## src/rtl/tick_monitor_pkg.sv

```systemverilog
// Shared types, parameter defaults and helpers for the tick monitor.
package tick_monitor_pkg;

    localparam int unsigned PERIOD_DEF = 20001;
    localparam int unsigned TOL_DEF    = 2;
    localparam int unsigned LOCK_N_DEF = 4;
    localparam int unsigned CBITS_DEF  = 16;
    localparam int unsigned FAULT_W    = 8;

    typedef enum logic [1:0] {
        ST_IDLE   = 2'd0,
        ST_ACQ    = 2'd1,
        ST_LOCKED = 2'd2,
        ST_FAULT  = 2'd3
    } state_e;

    typedef struct packed {
        logic early;
        logic late;
        logic miss;
        logic valid;
    } pulse_t;

    function automatic logic [FAULT_W-1:0] sat_inc(input logic [FAULT_W-1:0] v);
        return (v == {FAULT_W{1'b1}}) ? v : v + FAULT_W'(1);
    endfunction

endpackage

```

## src/rtl/tick_interval_cnt.sv

```systemverilog
// Saturating interval counter with early/late/overdue classification of its value.
module tick_interval_cnt
    import tick_monitor_pkg::*;
#(
    parameter int unsigned PERIOD = PERIOD_DEF,
    parameter int unsigned TOL    = TOL_DEF,
    parameter int unsigned CBITS  = CBITS_DEF
) (
    input  logic             clk,
    input  logic             rst,
    input  logic             tick_i,
    output logic [CBITS-1:0] icnt_o,
    output logic             early_c_o,
    output logic             late_c_o,
    output logic             overdue_c_o
);

    // One extra bit so limits beyond the counter range never alias.
    localparam int unsigned      CW      = CBITS + 1;
    localparam logic [CW-1:0]    LO_LIM  = CW'(PERIOD - TOL);
    localparam logic [CW-1:0]    HI_LIM  = CW'(PERIOD + TOL);
    localparam logic [CW-1:0]    MISS_AT = CW'(PERIOD + TOL + 1);
    localparam logic [CBITS-1:0] CNT_MAX = {CBITS{1'b1}};

    logic [CBITS-1:0] icnt_q, icnt_d;
    logic             overdue_seen_q, overdue_seen_d;
    logic [CW-1:0]    icnt_ext;
    logic             at_miss;

    assign icnt_ext = CW'(icnt_q);
    assign at_miss  = (icnt_ext == MISS_AT);

    // Reload on tick, otherwise count up and hold at full scale.
    always_comb begin
        icnt_d         = icnt_q;
        overdue_seen_d = overdue_seen_q;
        if (tick_i) begin
            icnt_d         = CBITS'(1);
            overdue_seen_d = 1'b0;
        end else begin
            if (icnt_q != CNT_MAX) begin
                icnt_d = icnt_q + CBITS'(1);
            end
            if (at_miss) begin
                overdue_seen_d = 1'b1;
            end
        end
    end

    always_ff @(posedge clk) begin
        if (rst) begin
            icnt_q         <= '0;
            overdue_seen_q <= 1'b0;
        end else begin
            icnt_q         <= icnt_d;
            overdue_seen_q <= overdue_seen_d;
        end
    end

    assign icnt_o      = icnt_q;
    assign early_c_o   = (icnt_ext < LO_LIM);
    assign late_c_o    = (icnt_ext > HI_LIM);
    assign overdue_c_o = at_miss && !overdue_seen_q;

endmodule

```

## src/rtl/tick_monitor.sv

```systemverilog
// Lock/fault monitor for a periodic tick: measures intervals, classifies them
// and tracks lock acquisition and loss.
module tick_monitor
    import tick_monitor_pkg::*;
#(
    parameter int unsigned PERIOD = PERIOD_DEF,
    parameter int unsigned TOL    = TOL_DEF,
    parameter int unsigned LOCK_N = LOCK_N_DEF,
    parameter int unsigned CBITS  = CBITS_DEF
) (
    input  logic               clk,
    input  logic               rst,
    input  logic               tick,
    output logic               locked,
    output logic               early,
    output logic               late,
    output logic               miss,
    output logic               valid,
    output logic [CBITS-1:0]   period_q,
    output logic [FAULT_W-1:0] fault_cnt
);

    localparam int unsigned   GW        = $clog2(LOCK_N + 1);
    localparam logic [GW-1:0] LOCK_LAST = GW'(LOCK_N - 1);

    state_e               state_q, state_d;
    logic [GW-1:0]        good_cnt_q, good_cnt_d;
    logic [FAULT_W-1:0]   fault_cnt_q, fault_cnt_d;
    logic [CBITS-1:0]     period_reg_q, period_reg_d;
    logic                 locked_q, locked_d;
    pulse_t               pulse_q, pulse_d;

    logic [CBITS-1:0]     icnt;
    logic                 early_c, late_c, overdue_c;
    logic                 tracking_c, classify_c, good_c, miss_c;

    tick_interval_cnt #(
        .PERIOD (PERIOD),
        .TOL    (TOL),
        .CBITS  (CBITS)
    ) u_icnt (
        .clk         (clk),
        .rst         (rst),
        .tick_i      (tick),
        .icnt_o      (icnt),
        .early_c_o   (early_c),
        .late_c_o    (late_c),
        .overdue_c_o (overdue_c)
    );

    // Ticks are only judged while acquiring or locked; a coincident tick beats a miss.
    assign tracking_c = (state_q == ST_ACQ) || (state_q == ST_LOCKED);
    assign classify_c = tick && tracking_c;
    assign good_c     = !early_c && !late_c;
    assign miss_c     = !tick && tracking_c && overdue_c;

    always_ff @(posedge clk) begin
        if (rst) begin
            state_q <= ST_IDLE;
        end else begin
            state_q <= state_d;
        end
    end

    always_comb begin
        state_d = state_q;
        case (state_q)
            ST_IDLE: begin
                if (tick) state_d = ST_ACQ;
            end
            ST_ACQ: begin
                if (classify_c && good_c && (good_cnt_q == LOCK_LAST)) state_d = ST_LOCKED;
            end
            ST_LOCKED: begin
                if ((classify_c && !good_c) || miss_c) state_d = ST_FAULT;
            end
            ST_FAULT: begin
                if (tick) state_d = ST_ACQ;
            end
            default: state_d = ST_IDLE;
        endcase
    end

    always_comb begin
        pulse_d      = '0;
        period_reg_d = period_reg_q;
        good_cnt_d   = good_cnt_q;
        fault_cnt_d  = fault_cnt_q;
        locked_d     = (state_d == ST_LOCKED);

        if (classify_c) begin
            pulse_d.valid = 1'b1;
            pulse_d.early = early_c;
            pulse_d.late  = late_c;
            period_reg_d  = icnt;
        end
        pulse_d.miss = miss_c;

        case (state_q)
            ST_IDLE, ST_FAULT: begin
                if (tick) good_cnt_d = '0;
            end
            ST_ACQ: begin
                if (classify_c && good_c) begin
                    good_cnt_d = good_cnt_q + GW'(1);
                end else if (classify_c || miss_c) begin
                    good_cnt_d = '0;
                end
            end
            ST_LOCKED: begin
                if (state_d == ST_FAULT) fault_cnt_d = sat_inc(fault_cnt_q);
            end
            default: good_cnt_d = '0;
        endcase
    end

    always_ff @(posedge clk) begin
        if (rst) begin
            good_cnt_q   <= '0;
            fault_cnt_q  <= '0;
            period_reg_q <= '0;
            locked_q     <= 1'b0;
            pulse_q      <= '0;
        end else begin
            good_cnt_q   <= good_cnt_d;
            fault_cnt_q  <= fault_cnt_d;
            period_reg_q <= period_reg_d;
            locked_q     <= locked_d;
            pulse_q      <= pulse_d;
        end
    end

    assign locked    = locked_q;
    assign early     = pulse_q.early;
    assign late      = pulse_q.late;
    assign miss      = pulse_q.miss;
    assign valid     = pulse_q.valid;
    assign period_q  = period_reg_q;
    assign fault_cnt = fault_cnt_q;

endmodule
```

## config.mk

```make
export PLATFORM = sky130hd
export DESIGN_NAME = tick_monitor
export DESIGN_NICKNAME = d
export VERILOG_FILES = /design/src/rtl/tick_monitor_pkg.sv /design/src/rtl/tick_interval_cnt.sv /design/src/rtl/tick_monitor.sv
export SDC_FILE = /design/constraint.sdc
export NUM_CORES = 1
export LEC_CHECK = 0
export CORE_UTILIZATION = 35
export DETAILED_ROUTE_END_ITERATION = 12
export SLEW_MARGIN = 20
export SYNTH_ARGS = -nofsm -noshare
export SYNTH_HDL_FRONTEND = slang
export SYNTH_SLANG_ARGS = --single-unit
```

## constraint.sdc

```tcl
create_clock -name clk -period 2.9 [get_ports clk]
set_input_delay 0.435 -clock clk [delete_from_list [all_inputs] [get_ports clk]]
set_output_delay 0.435 -clock clk [all_outputs]
set_load 0.02 [all_outputs]
```

# After elaboration in Yosys (flattened, before gate mapping)
# Index checks and enable logic that the tools add are counted.
[classes]
n_addsub = 3
order_cmp = 2
n_reduce_logical = 24
mux = 11
eq_ne = 11
n_bitwise = 2
[op_table]
columns = ["op", "count"]
rows = [
  ["adder 16 x 1 -> 16 bit (second input constant)", 1],
  ["== test 16 x 15 -> 1 bit (second input constant)", 1],
  ["> comparator 16 x 15 -> 1 bit (second input constant)", 1],
  ["< comparator 16 x 15 -> 1 bit (second input constant)", 1],
  ["!= test 16 bit (second input constant)", 1],
  ["2-to-1 mux 3 bit", 3],
  ["adder 8 x 1 -> 8 bit (second input constant)", 1],
  ["== test 2 bit (second input constant)", 4],
  ["== test 8 bit (second input constant)", 1],
  ["logical AND 1 bit", 8],
  ["2-to-1 mux 2 bit", 3],
  ["one-hot mux 2 bit (3 select lines)", 1],
  ["one-hot mux 3 bit (2 select lines)", 1],
  ["AND reduction 3 bit", 2],
  ["OR reduction 2 bit", 3],
  ["zero test 1 bit", 5],
  ["nonzero test 2 bit", 2],
  ["adder 3 x 1 -> 3 bit (second input constant)", 1],
  ["== test 3 x 2 -> 1 bit (second input constant)", 1],
  ["logical OR 1 bit", 3],
  ["2-to-1 mux 1 bit", 3],
  ["!= test 3 x 1 -> 1 bit (second input constant)", 1],
  ["== test 2 x 1 -> 1 bit (second input constant)", 1],
  ["zero test 2 bit", 1],
  ["2 further kinds", 3],
]
[word_totals]
input_bits = 3
out_inout_bits = 29
wordCells = 65
ff_bits = 51

# Depth between registers and ports, before layout
# Gate-level depths: netlist of the first run.
[depth]
ltp_word = 10
depth_mapped = 11
mapped_depth_nobuf = 8

# Hierarchy
# A second synthesis of the first run with hierarchy kept.
[unflattened]
cells_unflattened = 289
hier_area_um2 = 2414.8
[by_module_without_submodules]
columns = ["mod", "n_inst", "area_each_um2", "cells_per_inst", "seq_area_each_um2"]
rows = [
  ["tick_monitor", 1, 1475.2, 173, 680.7],
  ["tick_interval_cnt", 1, 939.7, 116, 340.3],
]

# Worst setup path before layout of the first run
# No wires, ideal clock.
[synth_path]
kind = "register -> register"
start = "register state_q[0]"
end = "register fault_cnt_q[6], in the netlist fault_cnt[6]"
required_time_ps = 2830
slack_ps = 628
stages_incl_launch_ff = 11
setup_time_ps = 70
t_arrival_ps = 2202
path_buffers = 2
period_less_slack_ps = 2272
path_cell_list = "dfxtp_1 -> inv_1 -> ha_1 -> clkbuf_1 -> nor2b_1 -> buf_2 -> a21o_1 -> o2111a_1 -> nand2_4 -> or4_1 -> a21oi_1"
[synth_between]
elab_chain_cells = 9
word_cells_on_any_way = 19
classes_between = "eq/ne: 4; mux: 4; reduce/logical: 11"
[synth_rtl]
columns = ["element", "line", "text"]
rows = [
  ["start: declaration", "tick_monitor.sv:26", "state_e state_q, state_d;"],
  ["start signal: assignment", "tick_monitor.sv:61", "state_q <= state_d;"],
  ["== test 2 x 1 -> 1 bit or == test 2 bit (tied branches)", "tick_monitor.sv:52, tick_monitor.sv:67, tick_monitor.sv:99", ""],
  ["logical OR 1 bit", "tick_monitor.sv:52", "assign tracking_c = (state_q == ST_ACQ) || (state_q == ST_LOCKED);"],
  ["logical AND 1 bit (on tied branches)", "tick_monitor.sv:53, tick_monitor.sv:55", ""],
  ["logical AND 1 bit (on tied branches)", "tick_monitor.sv:75, tick_monitor.sv:55, tick_monitor.sv:72", ""],
  ["logical OR 1 bit or logical AND 1 bit (tied branches)", "tick_monitor.sv:75, tick_monitor.sv:72", ""],
  ["2-to-1 mux 2 bit (on tied branches)", "tick_monitor.sv:75, tick_monitor.sv:72", ""],
  ["one-hot mux 2 bit (3 select lines)", "tick_monitor.sv:67", "case (state_q)"],
  ["== test 2 bit", "tick_monitor.sv:111", "if (state_d == ST_FAULT) fault_cnt_d = sat_inc(fault_cnt_q);"],
  ["AND reduction 3 bit (no source line) (*)", "-", ""],
  ["end signal: assignment", "tick_monitor.sv:126", "fault_cnt_q <= fault_cnt_d;"],
  ["end: declaration", "tick_monitor.sv:28", "logic [FAULT_W-1:0] fault_cnt_q, fault_cnt_d;"],
]
# Every way passes the cells marked *; elsewhere a longest branch is shown, timed or not.
# A chain may end at the register's enable or synchronous reset.

# Worst setup path after layout of the first run
[layout_path]
start = "register u_icnt.icnt_q[15], in the netlist u_icnt.icnt_o[15]"
end = "register locked_q, in the netlist locked"
[layout_between]
elab_chain_cells = 9
word_cells_on_any_way = 17
classes_between = "order compare: 2; eq/ne: 2; mux: 3; reduce/logical: 10"
[layout_rtl]
columns = ["element", "line", "text"]
rows = [
  ["start: declaration", "tick_interval_cnt.sv:25", "logic [CBITS-1:0] icnt_q, icnt_d;"],
  ["start signal: assignment", "tick_interval_cnt.sv:55", "icnt_q <= icnt_d;"],
  ["< comparator 16 x 15 -> 1 bit or > comparator 16 x 15 -> 1 bit (tied branches)", "tick_interval_cnt.sv:61, tick_interval_cnt.sv:62", ""],
  ["zero test 1 bit", "tick_monitor.sv:54", "assign good_c = !early_c && !late_c;"],
  ["logical AND 1 bit", "tick_monitor.sv:54", ""],
  ["zero test 1 bit", "tick_monitor.sv:75", "if ((classify_c && !good_c) || miss_c) state_d = ST_FAULT;"],
  ["logical AND 1 bit", "tick_monitor.sv:75", ""],
  ["logical OR 1 bit", "tick_monitor.sv:75", ""],
  ["2-to-1 mux 2 bit", "tick_monitor.sv:75", ""],
  ["one-hot mux 2 bit (3 select lines) (*)", "tick_monitor.sv:67", ""],
  ["== test 2 bit (*)", "tick_monitor.sv:89", "locked_d = (state_d == ST_LOCKED);"],
  ["end signal: assignment", "tick_monitor.sv:128", "locked_q <= locked_d;"],
  ["end: declaration", "tick_monitor.sv:30", "logic locked_q, locked_d;"],
]
# Marked as above.

==> flow_summary_export.csv, run 1 <==
group,metric,value,unit
min_path,hold_path.class,"register to register",
logic_synthesis,syn-cell-area,0.002467,mm²
critical_path,worstPathCellList,"or3b_4 > nor4_4 > nand2_2 > a221oi_2 > buf_4 > nor2_1 > nor3b_1",
flow_run,maxCapViolations,0,
layout,n_antenna_cell,0,
critical_path,rr_worst_depth,7,
logic_synthesis,yosys_warnings,0,
sta,setup_tns,0,ns
logic_synthesis,synthArstFlopShare,0,%
layout,syn_to_final_growth,20.49,%
sta,relSlewSlack,57.08,%
logic_synthesis,ys_seq_area_share,41.38,%
sta,hold_viol,0,
outcome,status,"finished clean",
min_path,hold_path_depth,2,
sta,skew,0.009550,ns
route,avgRoutedWirePerCell,12.76,µm
route,remaining_drc_errors,0,
logic_synthesis,yosysMostFrequentCell,"dfxtp_1",
critical_path,critPathSlowestCell,"a221oi_2",
global_route,grt_pass1_wl,9170,µm
cts,root_buffer,"clkbuf_8",
placed_design,io_buffer_count,31,
global_route,track_usage,15.49,%
min_path,hold_path_startpoint,"period_q[12]",
power_and_ir_drop,p_leak,1.007,nW
sta,rsz0062_at_grt,"false",
placed_design,dp_hpwl,3897,µm
die,rows,30,
route,via_per_inst,5.059,
logic_synthesis,ys_types,52,
global_route,gr-total-overflow,0,
die,initial_core_util,36.32,%
critical_path,cp-start-kind,"register",
logic_synthesis,synth_cells,298,
route,route.antenna.remaining_nets,0,
logic_synthesis,synth_edf_count,0,
sta,worst_pin_slew,0.6439,ns
route,vias,2145,
critical_path,r2r-end,"locked",
critical_path,critical_path_required,3.13,ns
die,dieArea,0.007389,mm²
placed_design,dp_slack,0.3755,ns
global_route,grt_pass1_vias,1962,
cts,clock_latency,0.31,ns
route,routed_wl,5412,µm
layout,drive_gt1_share,9.756,%
min_path,holdPathEnd,"period_q[12]",
die,coreArea,0.006794,mm²
global_route,grt_max_degree,24,
sta,worst_slack,0.4384,ns
die,num_io_pins,32,
sta,fmax,406.2,MHz
sta,period_needed,2.462,ns
cts,cts-resized-gates,0,
logic_synthesis,yosys.area.top_type,"dfxtp_1",
cts,cts_buffers,5,
critical_path,path_class,"register to register",
global_route,grt_antenna_before_repair,0,
sta,setup_violations,0,
sta,timing.final.max_slew_violations,0,
cts,htreeDepth,2,
critical_path,cp-end-kind,"register",
cts,clkTransAtPathRegs,0.10,ns
layout,n_fill_cell,712,
critical_path,r2r-start,"u_icnt.icnt_o[15]",
critical_path,path_max_fanout,8,
sta,fin_crit_sh,84.88,%
power_and_ir_drop,peakVddDrop,0.4162,mV
critical_path,worstPathArrival,2.69,ns
cts,holdBufCountCts,0,
cts,clock_sinks,51,
placed_design,gp_congestion,0.7880,
die,die_x,85.96,µm
logic_synthesis,synthTopCellsByCount,"51 x dfxtp_1, 45 x nand2_1, 30 x nor2_1",
layout,fin_nets,337,
route,drt-pass1-iter-count,5,
critical_path,max_stage_delay,0.62,ns
logic_synthesis,yosys_most_used_dff,"dfxtp_1",
logic_synthesis,synth.area.top_cells,"dfxtp_1 41%, nand2_1 6.8%, a21oi_1 5.7%",
logic_synthesis,syn-num-nets,308,
logic_synthesis,synth_top_area_share,41.38,%
route,drtIter0Drc,84,
logic_synthesis,synth.avg_cell_area,8.280,µm²
cts,cts_setup_buffers,0,
power_and_ir_drop,power_density,571.7,mW/mm²
die,die_h,85.96,µm
logic_synthesis,ys_seq_elements,51,
cts,cts.path.max_buffers,2,
critical_path,r2r_setup_slack,0.44,ns
cts,tritoncts,"built",
-- per-stage QoR --
stage	cells	util (%)	total power, mW	hold WS [ns]	instance area (µm²)
after detailed placement	416	42.45	1.302	0.4490	2884
after global routing	424	43.76	1.819	0.4816	2973
after CTS	424	43.76	1.714	0.4628	2973
final	424	43.76	1.700	0.4597	2973
after global placement	416	42.45	1.297	0.4465	2884
after floorplan	298	-	1.178	0.4542	2467
-- area by class of cell --
cell class / count / area [µm²] / area share [%]
Timing Repair Buffer: 40 / 377.9 / 12.71
Inverter: 10 / 37.54 / 1.263
Clock inverter: 3 / 20.02 / 0.6734
Multi-Input combinational cell: 219 / 1328 / 44.65
Sequential cell: 51 / 1021 / 34.34
Tap cell: 96 / 120.1 / 4.040
Clock buffer: 5 / 68.82 / 2.315
-- registers in the layout (all words and copies together) (netlist names) --
name,count
valid,1
late,1
period_q,16
state_q,2
locked,1
early,1
u_icnt.icnt_o,16
fault_cnt,8
u_icnt.overdue_seen_q,1
good_cnt_q,3
miss,1
-- layer usage --
layer / GRT usage (%) / vias up / part of all wire (%)
met5: 0 / - / 0
met4: 5.000 / 0 / 1.2
met3: 3.176 / 7 / 2.6
met2: 27.34 / 26 / 49
met1: 18.75 / 1016 / 47
li1: - / 1096 / -
-- cells by family after synthesis --
kind of cell / Yosys count / synth area share, %
AO/OA/AOI/OAI: 56 / 14.40
XOR/XNOR: 9 / 3.195
adder cells (fa/ha/maj): 7 / 3.550
buffers and inverters: 28 / 4.818
flip-flops: 51 / 41.38
multiplexers: 6 / 2.891
AND/OR/NAND/NOR: 141 / 29.77
-- where the power goes --
part / switching (mW) / total [mW] / internal, mW
logic: 0.325 / 0.530 / 0.205
registers: 0.0235 / 0.752 / 0.728
clock network: 0.250 / 0.418 / 0.168
-- worst max-delay path: cells and delay by family, from the launching register on --
family                 cells  cell delay (ns)
buffers and inverters      1             0.25
AOI/OAI and AO/OA          1             0.62
and+or+nand+nor            5             1.12
DFF                        1             0.40
-- worst max-delay path by stage --
stage | slack (ns) | from | end | cells after the start
finish | 0.44 | u_icnt.icnt_o[15] | locked | 7
global route | 0.22 | state_q[0] | locked | 9
CTS | 0.41 | state_q[0] | locked | 9
detailed placement | 0.38 | tick | fault_cnt[0] | 7
global placement | 0.40 | tick | fault_cnt[0] | 7
floorplan | 0.63 | state_q[0] | fault_cnt[6] | 10
-- cells in the final DEF, fill, tap and decap left out, drive strengths merged, types with 2 or more instances in the layout --
cell / n
o21ai: 6
o211a: 2
o31ai: 2
clkdlybuf4s50: 31
a22oi: 2
nand3: 14
or4: 2
mux2: 3
mux2i: 3
nand2: 47
dfxtp: 51
buf: 9
nor4: 8
a21oi: 28
or3: 3
nor2b: 5
nor2: 31
nand2b: 6
nor3: 7
and4: 2
a31oi: 4
inv: 10
clkbuf: 5
clkinvlp: 2
ha: 7
a21o: 3
a211oi: 2
and3: 4
xor2: 8
nand4: 7
Power figures use the tool's default switching activity.
==> run 2: changes to the inputs <==
==> constraint.sdc (replaced) <==
create_clock -name clk -period 2.3 [get_ports clk]
set_input_delay 0.345 -clock clk [delete_from_list [all_inputs] [get_ports clk]]
set_output_delay 0.345 -clock clk [all_outputs]
set_load 0.02 [all_outputs]
==> flow_summary_export.csv, run 2 (synthesized netlist as in run 1, its figures left out) <==
group,metric,value,unit
outcome,status,"finished clean",
route,route.antenna.remaining_nets,0,
placed_design,dp_hpwl,4156,µm
cts,cts.path.max_buffers,2,
min_path,hold_path_depth,2,
critical_path,r2r-end,"fault_cnt[6]",
route,routed_wl,5737,µm
route,drt-pass1-iter-count,4,
critical_path,path_class,"register to register",
layout,multi_input_area,0.001343,mm²
cts,cts_setup_buffers,0,
die,rows,30,
die,initial_core_util,36.32,%
sta,fin_crit_sh,93.91,%
min_path,hold_path_startpoint,"period_q[15]",
sta,worst_pin_slew,0.4648,ns
route,remaining_drc_errors,0,
sta,rsz0062_at_grt,"false",
sta,skew,0.006011,ns
min_path,holdPathEnd,"period_q[15]",
sta,timing.final.max_slew_violations,0,
sta,hold-worst-slack,0.4574,ns
die,die_h,85.96,µm
critical_path,path_max_fanout,13,
route,vias,2219,
power_and_ir_drop,peakVddDrop,0.6156,mV
power_and_ir_drop,p_leak,1.136,nW
layout,syn_to_final_growth,28.40,%
die,coreArea,0.006794,mm²
sta,relSlewSlack,68.73,%
die,dieArea,0.007389,mm²
layout,final_cell_mix,"50 x dfxtp_1, 45 x nand2_1, 31 x clkdlybuf4s50_1",
layout,drive_gt1_share,15.80,%
placed_design,dp.cells,436,
cts,clkTransAtPathRegs,0.09,ns
sta,fmax,463.0,MHz
global_route,grt_pass1_wl,9936,µm
layout,layout_commonest_cell,"dfxtp_1",
sta,hold_viol,0,
critical_path,critical_path_required,2.55,ns
layout,layout.cells.non_filler,444,
route,drtIter0Drc,115,
placed_design,gp_congestion,0.8039,
layout,n_antenna_cell,0,
critical_path,rr_worst_depth,7,
global_route,grt_max_degree,25,
sta,setup_violations,0,
cts,cts_buffers,5,
layout,seq_area,0.001022,mm²
cts,root_buffer,"clkbuf_8",
critical_path,cp-start-kind,"register",
layout,n_fill_cell,684,
critical_path,cp-end-kind,"register",
global_route,grt_antenna_before_repair,0,
sta,period_needed,2.160,ns
cts,tritoncts,"built",
global_route,gr-total-overflow,0,
cts,holdBufCountCts,0,
placed_design,io_buffer_count,31,
min_path,hold_path.class,"register to register",
global_route,grt_pass1_vias,2153,
route,avgRoutedWirePerCell,12.92,µm
critical_path,r2r-start,"u_icnt.icnt_o[9]",
cts,clock_latency,0.31,ns
layout,fin_nets,357,
die,num_io_pins,32,
route,via_per_inst,4.998,
power_and_ir_drop,power_density,740.3,mW/mm²
critical_path,worstPathArrival,2.41,ns
flow_run,maxCapViolations,0,
cts,clock_sinks,51,
die,die_x,85.96,µm
global_route,track_usage,16.81,%
critical_path,r2r_setup_slack,0.14,ns
cts,htreeDepth,2,
## run 2: worst max path at each step
stage / slack (ns) / cells past startpoint / from / endpoint
2_1_floorplan: 0.03 / 10 / state_q[0] / fault_cnt[6]
3_3_place_gp: -0.03 / 7 / tick / fault_cnt[5]
3_5_place_dp: -0.09 / 7 / tick / fault_cnt[5]
4_1_cts: 0.10 / 8 / state_q[0] / fault_cnt[6]
5_1_grt: 0.03 / 8 / state_q[0] / fault_cnt[4]
6_report: 0.14 / 7 / u_icnt.icnt_o[9] / fault_cnt[6]
## run 2: area by class of cell
class	count	area share (%)
multi-input combinational	219	42.38
sequential	51	32.27
timing repair buffer	60	16.67
tap	96	3.791
clock buffer	6	2.607
inverter	10	1.185
clock inverter	2	1.106
## run 2: power by group
| part | internal [mW] | switching (mW) | total (mW) |
|---|---|---|---|
| sequential | 0.919 | 0.0243 | 0.944 |
| clock | 0.352 | 0.299 | 0.652 |
| combinational | 0.310 | 0.440 | 0.750 |
| total | 1.58 | 0.764 | 2.35 |
## run 2: worst max-delay path, stage by stage (launching register included)
cell and delay, ns:
dfxtp_1 0.34, or3b_4 0.39, nor4_4 0.19, and3_1 0.25
a221oi_2 0.07, buf_4 0.19, or4_1 0.51, a21oi_1 0.15
## run 2: what timing repair did
item,4_1_cts,5_1_grt
resized for setup,0,3
setup endpoints to repair,0,3
hold endpoints to repair,0,0
## run 2: through the flow
stage	setup WS [ns]	TNS, ns	total power, mW	util [%]	area [µm²]
after floorplan	0.02772	0	1.485	-	2467
after global routing	0.02604	0	2.485	46.63	3168
after detailed placement	-0.09253	-0.2624	1.679	44.66	3034
after global placement	-0.02775	-0.04765	1.669	44.66	3034
final	0.1402	0	2.345	46.63	3168
after CTS	0.1013	0	2.329	46.39	3152
## run 2: routing by layer
metal	wire length (µm)	up-vias	part of all wire, %	track usage, %
li1	-	1135	-	-
met1	2637	1042	46	20.92
met2	2865	37	50	29.37
met3	165	5	2.9	3.176
met4	69	0	1.2	5.000
met5	0	-	0	0
==> run 3: changes to the inputs <==
--- a/config.mk
+++ b/config.mk
@@ -7,7 +7,9 @@
 export LEC_CHECK = 0
 export CORE_UTILIZATION = 35
 export DETAILED_ROUTE_END_ITERATION = 12
+export REMOVE_ABC_BUFFERS = 1
 export SLEW_MARGIN = 20
 export SYNTH_ARGS = -nofsm -noshare
 export SYNTH_HDL_FRONTEND = slang
 export SYNTH_SLANG_ARGS = --single-unit
+export TNS_END_PERCENT = 100
==> constraint.sdc (replaced) <==
create_clock -name clk -period 2.3 [get_ports clk]
set_input_delay 0.46 -clock clk [delete_from_list [all_inputs] [get_ports clk]]
set_output_delay 0.46 -clock clk [all_outputs]
set_load 0.02 [all_outputs]
==> flow_summary_export.csv, run 3 (synthesized netlist as in run 1, its figures left out) <==
group,metric,value,unit
outcome,status,"finished clean",
route,route.antenna.remaining_nets,0,
critical_path,worstPathArrival,2.40,ns
layout,multi_input_area,0.001331,mm²
critical_path,cp-end-kind,"register",
layout,final_cell_mix,"51 x dfxtp_1, 45 x nand2_1, 31 x clkdlybuf4s50_1, 31 x buf_4, 30 x nor2_1",
cts,holdBufCountCts,0,
layout,drive_gt1_share,15.43,%
power_and_ir_drop,power_density,714.3,mW/mm²
cts,root_buffer,"clkbuf_8",
power_and_ir_drop,power.switching,0.7608,mW
layout,seq_area,0.001021,mm²
critical_path,r2r-end,"fault_cnt[5]",
global_route,grt_antenna_before_repair,0,
power_and_ir_drop,p_leak,1.123,nW
layout,n_fill_cell,706,
die,dieArea,0.007389,mm²
route,vias,2214,
min_path,hold_path_depth,2,
cts,cts_buffers,5,
critical_path,cp-start-kind,"register",
placed_design,dp_hpwl,4039,µm
route,drt-pass1-iter-count,4,
sta,hold_viol,0,
power_and_ir_drop,p_int,1.478,mW
global_route,gr-total-overflow,0,
die,coreArea,0.006794,mm²
sta,skew,0.007544,ns
power_and_ir_drop,power_switching_share,33.98,%
critical_path,path_max_fanout,9,
power_and_ir_drop,pwr-share-clk,22.4,%
route,via_per_inst,4.964,
critical_path,r2r-start,"state_q[0]",
cts,clkTransAtPathRegs,0.09,ns
die,initial_core_util,36.32,%
route,routed_wl,5407,µm
sta,relSlewSlack,58.23,%
sta,fmax,456.3,MHz
layout,syn_to_final_growth,27.03,%
global_route,grt_pass1_wl,9301,µm
sta,worst_pin_slew,0.6228,ns
die,die_x,85.96,µm
layout,n_antenna_cell,0,
layout,layout_commonest_cell,"dfxtp_1",
min_path,hold_path_startpoint,"period_q[14]",
sta,setup_violations,0,
sta,period_needed,2.192,ns
power_and_ir_drop,pwr-share-comb,35.6,%
cts,tritoncts,"built",
layout,fin_nets,359,
critical_path,critical_path_required,2.51,ns
sta,setup_tns,0,ns
cts,cts.path.max_buffers,2,
placed_design,gp_congestion,0.8240,
critical_path,r2r_setup_slack,0.11,ns
layout,utilization,46.13,%
placed_design,io_buffer_count,31,
die,rows,30,
sta,rsz0062_at_grt,"false",
global_route,grt_max_degree,27,
sta,fin_crit_sh,95.29,%
route,remaining_drc_errors,0,
die,num_io_pins,32,
global_route,grt_pass1_vias,1992,
route,drtIter0Drc,106,
critical_path,path_class,"register to register",
critical_path,rr_worst_depth,9,
min_path,holdPathEnd,"period_q[14]",
die,die_h,85.96,µm
cts,htreeDepth,2,
global_route,track_usage,15.76,%
power_and_ir_drop,seqPwrFrac,42.0,%
flow_run,maxCapViolations,0,
sta,timing.final.max_slew_violations,0,
cts,clock_latency,0.31,ns
cts,clock_sinks,51,
sta,hold-worst-slack,0.4555,ns
min_path,hold_path.class,"register to register",
power_and_ir_drop,peakVddDrop,0.5610,mV
route,avgRoutedWirePerCell,12.12,µm
-- run 3: worst max path at each step --
stage | endpoint | slack, ns | start | depth (start not counted)
6_report | fault_cnt[5] | 0.11 | state_q[0] | 9
5_1_grt | fault_cnt[5] | 0.01 | state_q[0] | 9
4_1_cts | fault_cnt[5] | 0.09 | state_q[0] | 8
3_5_place_dp | fault_cnt[5] | -0.20 | tick | 7
3_3_place_gp | fault_cnt[5] | -0.13 | tick | 7
2_1_floorplan | fault_cnt[0] | -0.55 | state_q[0] | 8
-- run 3: repair_timing --
action	CTS	global route
buffers inserted	0	0
endpoints found under the setup margin	0	4
gates resized for setup	0	2
-- run 3: stage by stage --
step / worst slack [ns] / power (mW) / cells / instance area [µm²]
after floorplan: -0.5507 / 1.409 / 280 / 2386
after global placement: -0.1285 / 1.741 / 438 / 3049
after detailed placement: -0.2026 / 1.753 / 438 / 3049
after CTS: 0.09463 / 2.255 / 446 / 3131
after global routing: 0.009527 / 2.368 / 446 / 3134
final: 0.1084 / 2.239 / 446 / 3134
-- run 3: per-layer routing --
layer / up-vias / GRT usage (%) / part of all wire [%]
li1: 1137 / - / -
met1: 1039 / 20.77 / 50
met2: 31 / 25.04 / 46
met3: 7 / 3.561 / 2.8
met4: 0 / 6.061 / 1.3
met5: - / 0 / 0
-- run 3: area by class of cell --
| type | instances | share of cell area, % |
|---|---|---|
| Timing Repair Buffer | 62 | 17.33 |
| Clock buffer | 7 | 2.435 |
| Clock inverter | 1 | 0.1597 |
| Sequential cell | 51 | 32.57 |
| Tap cell | 96 | 3.832 |
| Inverter | 10 | 1.198 |
| Multi-Input combinational cell | 219 | 42.48 |
-- run 3: power groups by stage --
stage,clock network [mW],logic [mW],registers [mW]
after floorplan,0,0.424,0.985
after global placement,0,0.782,0.959
after detailed placement,0,0.793,0.960
after CTS,0.521,0.794,0.939
after global routing,0.557,0.867,0.944
final,0.502,0.797,0.940
-- run 3: worst max-delay path, stage by stage (launching register included) --
cell and delay, ns:
dfxtp_1 0.33, inv_1 0.05, ha_1 0.43, a21oi_1 0.11
nor3_1 0.18, a21o_1 0.13, a221oi_2 0.05, buf_4 0.18
nor4_1 0.26, mux2_2 0.37
